**config.mk**
```make
export PLATFORM = sky130hd
export DESIGN_NAME = pipeline_exc_ctrl
export DESIGN_NICKNAME = d
export VERILOG_FILES = /design/src/rtl/pipeline_exc_ctrl.sv
export SDC_FILE = /design/constraint.sdc
export NUM_CORES = 1
export LEC_CHECK = 0
export CAP_MARGIN = 20
export CORE_MARGIN = 2
export CORE_UTILIZATION = 41
export CTS_CLUSTER_SIZE = 24
export DETAILED_ROUTE_END_ITERATION = 10
export GPL_TIMING_DRIVEN = 0
export HOLD_SLACK_MARGIN = 0.02
export MAX_ROUTING_LAYER = met4
export PLACE_DENSITY = 0.89
export SYNTH_ARGS = -nofsm -noshare
export SYNTH_HDL_FRONTEND = slang
export SYNTH_SLANG_ARGS = --single-unit
```
**constraint.sdc**
```tcl
create_clock -name clk -period 2.7 [get_ports clk]
set_clock_uncertainty 0.1 [all_clocks]
set_input_delay 0.405 -clock clk [delete_from_list [all_inputs] [get_ports clk]]
set_output_delay 0.405 -clock clk [all_outputs]
set_load 0.005 [all_outputs]
```
**src/rtl/pipeline_exc_ctrl.sv**
```systemverilog
// pipeline_exc_ctrl: syscall/eret sequencer driving the late-ALU CP0 ops.
// Optional feature macro: EXC_CTRL_EXL_GUARD_EN (discard syscall while exl=1).
module pipeline_exc_ctrl #(
   parameter logic [31:0] HANDLER_VEC  = 32'h0000_0180,
   parameter int unsigned DRAIN_CYCLES = 2
) (
   input  logic        clk,
   input  logic        rst,
   input  logic        exc_req,
   input  logic [31:0] exc_pc,
   input  logic        eret_req,
   input  logic [31:0] cpr14_in,
   output logic        ack,
   output logic        stall,
   output logic        flush,
   output logic [5:0]  alu_op,
   output logic [31:0] alu_a0,
   output logic [31:0] alu_a1,
   output logic        redirect_valid,
   output logic [31:0] redirect_pc,
   output logic        exl,
   output logic        exc_dropped
);

   typedef enum logic [2:0] {
      IDLE,
      ISSUE_SYS,
      DRAIN,
      ISSUE_ERET,
      REDIRECT
   } state_t;

   localparam logic [5:0] OP_SYS   = 6'b001000;
   localparam logic [5:0] OP_ERET  = 6'b001001;
   localparam logic [3:0] CNT_INIT = 4'(DRAIN_CYCLES - 1);

   state_t      state_q, state_d;
   logic [3:0]  cnt_q, cnt_d;
   logic        kind_q, kind_d;
   logic [31:0] tgt_q, tgt_d;
   logic        exl_q, exl_d;
   logic        guard_hit;

`ifdef EXC_CTRL_EXL_GUARD_EN
   logic drop_q;
   assign guard_hit = exl_q;

   // One-cycle pulse after a syscall is swallowed at exception level.
   always_ff @(posedge clk or posedge rst) begin
      if (rst) drop_q <= 1'b0;
      else     drop_q <= (state_q == IDLE) & exc_req & exl_q;
   end

   assign exc_dropped = drop_q;
`else
   assign guard_hit   = 1'b0;
   assign exc_dropped = 1'b0;
`endif

   assign alu_a1 = 32'h0;
   assign exl    = exl_q;

   // State, drain counter, kind flag, latched target and exl mirror.
   always_ff @(posedge clk or posedge rst) begin
      if (rst) begin
         state_q <= IDLE;
         cnt_q   <= 4'h0;
         kind_q  <= 1'b0;
         tgt_q   <= 32'h0;
         exl_q   <= 1'b0;
      end else begin
         state_q <= state_d;
         cnt_q   <= cnt_d;
         kind_q  <= kind_d;
         tgt_q   <= tgt_d;
         exl_q   <= exl_d;
      end
   end

   // Next-state and Moore outputs; kind_q=1 marks an eret sequence.
   always_comb begin
      state_d        = state_q;
      cnt_d          = cnt_q;
      kind_d         = kind_q;
      tgt_d          = tgt_q;
      exl_d          = exl_q;
      ack            = 1'b0;
      stall          = 1'b1;
      flush          = 1'b0;
      alu_op         = 6'b000000;
      alu_a0         = 32'h0;
      redirect_valid = 1'b0;
      redirect_pc    = 32'h0;
      unique case (state_q)
         IDLE: begin
            stall = 1'b0;
            ack   = exc_req | eret_req;
            if (exc_req) begin
               if (!guard_hit) begin
                  state_d = ISSUE_SYS;
                  kind_d  = 1'b0;
                  tgt_d   = exc_pc;
               end
            end else if (eret_req) begin
               state_d = DRAIN;
               kind_d  = 1'b1;
               cnt_d   = CNT_INIT;
            end
         end
         ISSUE_SYS: begin
            flush   = 1'b1;
            alu_op  = OP_SYS;
            alu_a0  = tgt_q;
            exl_d   = 1'b1;
            state_d = DRAIN;
            cnt_d   = CNT_INIT;
         end
         DRAIN: begin
            flush = kind_q & (cnt_q == CNT_INIT);
            if (cnt_q == 4'h0) begin
               state_d = kind_q ? ISSUE_ERET : REDIRECT;
            end else begin
               cnt_d = cnt_q - 4'h1;
            end
         end
         ISSUE_ERET: begin
            alu_op  = OP_ERET;
            tgt_d   = cpr14_in;
            exl_d   = 1'b0;
            state_d = REDIRECT;
         end
         REDIRECT: begin
            redirect_valid = 1'b1;
            redirect_pc    = kind_q ? tgt_q : HANDLER_VEC;
            state_d        = IDLE;
         end
         default: begin
            stall   = 1'b0;
            state_d = IDLE;
         end
      endcase
   end

endmodule

```
==> flow_metrics.py <==
metrics = {
    "sta": {
        "period_minus_slack_ns": 2.607,
        "relSlewSlack": 0.4117,
        "max_freq_mhz": 383.6,
        "setup_ws_ns": 0.09294,
        "finalMaxSlewViolations": 0,
        "setup_violations": 0,
        "final_hold_viol_count": 0,
        "grt_setup_unrepaired": "yes",
        "fin_crit_sh": 0.9656,
        "worstMarginPinSlew_ns": 0.8811,
    },
    "logic_synthesis": {
        "ys_types": 36,
        "ys_seq_area_frac": 0.3564,
        "yosys.area.top_type": "dfrtp_1",
        "synth_area_mm2": 0.002879,
        "yosysWarningCount": 0,
        "syn_area_per_cell_um2": 9.287,
        "async_reset_ff_frac": 1.000,
        "synth_flop_cell": "dfrtp_1",
        "synth-edff-count": 0,
        "yosysTopAreaCellShare": 0.3564,
        "ys_seq_elements": 41,
        "syn-instance-count": 310,
        "ys_top_cells_by_area": "dfrtp_1, and2_1, mux2i_1",
    },
    "layout": {
        "drive_gt1_frac": 0.1996,
        "nNetsFinal": 561,
        "fillers": 573,
        "layout-area-overhead-vs-synth_pct": 61.23,
        "final_cell_mix": "clkdlybuf4s50_1, and2_1, dfrtp_1",
        "final_common_cell": "clkdlybuf4s50_1",
        "n_antenna_cell": 0,
    },
    "grt": {
        "antenna_found_initial": 0,
        "grt_pass1_wl_mm": 11.90,
        "first_global_vias": 2498,
        "gr-total-overflow": 0,
        "grt_usage": 0.2060,
        "grt_max_degree": 42,
    },
    "placement": {
        "place_ws_ns": 0.01720,
        "place_congestion": 0.7893,
        "dp_hpwl_mm": 6.156,
        "io_buffer_count": 138,
    },
    "setup_path": {
        "crit_arrival_ns": 2.10,
        "cp_max_fo": 10,
        "startpoint_type": "flop",
        "worstSetupPathType": "flop to output pin",
        "cp-end-kind": "output pin",
        "crit_required_ns": 2.19,
    },
    "clock_network": {
        "htreeDepth": 2,
        "clock_path_buffers": 2,
        "cts_hold_repair.buffers": 0,
        "numCtsBuffers": 5,
        "clock_latency_ns": 0.29,
        "cts-root-buf": "clkbuf_8",
        "clk_pin_slew_ns": 0.08,
        "cts_tree": "done",
        "clock-sinks": 41,
    },
    "pwr": {
        "total_power_mw": 3.511,
        "ir_worst_vdd_mv": 0.3181,
        "p_leak_nw": 1.973,
        "power_density_mw_per_mm2": 756.4,
    },
    "die": {
        "ios": 176,
        "die_y_um": 87.80,
        "die_area_mm2": 0.007708,
        "start_util": 0.4238,
        "core_mm2": 0.006794,
        "rows": 30,
        "die_x_um": 87.80,
    },
    "drt": {
        "drc": 0,
        "wl_mm": 7.792,
        "via_count": 2580,
        "ant_nets": 0,
        "wl_per_cell_um": 13.27,
        "drt_iter0_markers": 73,
        "drt-pass1-iter-count": 4,
        "viasPerCell": 4.395,
    },
    "run": {
        "cap_violations": 0,
    },
    "run_status": {
        "status": "completed",
    },
    "hold_path": {
        "hp-class": "flop to flop",
    },
}
-- what timing repair did --
action | in CTS | in global routing
pin swaps | 0 | 0
buffers inserted | 0 | 0
gates resized for setup | 9 | 16
endpoints found under the setup margin | 60 | 60
-- registers in the layout, summed over array words and instances (netlist names) --
register and count:
kind_q 1, cnt_q 4, tgt_q 32, state_q 3, exl 1
-- cell families after synthesis --
family / Yosys count / synth area share
AOI/OAI and AO/OA: 50 / 0.1334
xor gates and xnor gates: 1 / 0.003043
adders and majority gates: 2 / 0.008690
buffers and inverters: 61 / 0.1491
DFF: 41 / 0.3564
muxes: 33 / 0.1152
other: 1 / 0.001303
and+or+nand+nor: 121 / 0.2329
-- critical path, stage by stage (launching register included) --
cell,delay [ns]
dfrtp_1,0.40
buf_4,0.17
nor2_2,0.13
and3_1,0.21
buf_2,0.23
and2_1,0.16
clkdlybuf4s50_1,0.51
-- cell type report --
type | count | area (µm²) | area share
inverter | 6 | 22.52 | 0.004852
buffer | 55 | 435.4 | 0.09380
multi-input combinational | 244 | 1570 | 0.3383
tap | 96 | 120.1 | 0.02588
clock buffer | 7 | 86.33 | 0.01860
sequential | 41 | 1026 | 0.2210
timing repair buffer | 138 | 1381 | 0.2976
-- stage by stage --
step | cell area, µm² | TNS, ns | instances | utilization | hold slack (ns)
floorplan | 3014 | 0 | 346 | - | 0.3684
global placement | 4516 | 0 | 580 | 0.6646 | 0.3869
detailed placement | 4516 | 0 | 580 | 0.6646 | 0.3901
CTS | 4619 | 0 | 587 | 0.6799 | 0.4095
global route | 4642 | -0.08008 | 587 | 0.6832 | 0.4320
finish | 4642 | 0 | 587 | 0.6832 | 0.4020
-- power by group --
group	switching (mW)	internal (mW)
Clock	0.205	0.203
Combinational	0.928	1.05
Sequential	0.216	0.910
-- layer usage --
| layer | vias to the layer above | part of all wire | GRT usage | wire length, µm |
|---|---|---|---|---|
| li1 | 1299 | - | - | - |
| met3 | 10 | 0.076 | 0.04713 | 595 |
| met5 | - | 0 | - | 0 |
| met4 | 0 | 0.012 | 0.04615 | 91 |
| met1 | 1159 | 0.40 | 0.2313 | 3082 |
| met2 | 112 | 0.52 | 0.3712 | 4022 |
-- cell usage after synthesis (2+ instances only) --
library cell,n
a21oi_1,10
a21oi_2,28
and2_1,63
and2b_1,2
buf_4,40
buf_6,6
clkbuf_1,7
dfrtp_1,41
ha_1,2
inv_1,6
mux2i_1,32
nand2_1,4
nor2_1,38
nor2b_1,2
nor3_1,4
o21ai_0,3
o21bai_1,2
o31ai_1,2
-- path summary, 6_finish.rpt --
path                                  from               to  slack [ns]  cells after the start
worst max register to register  state_q[0]        tgt_q[23]        0.90                      6
max in group asynchronous              rst         tgt_q[0]        1.43                      2
worst min-delay path                   exl              exl        0.40                      2
worst max-delay path            state_q[0]  redirect_pc[23]        0.09                      6
min in group asynchronous              rst        tgt_q[20]        0.52                      2
worst min register to register         exl              exl        0.40                      2
No activity file was read; power rests on OpenSTA's default activity.
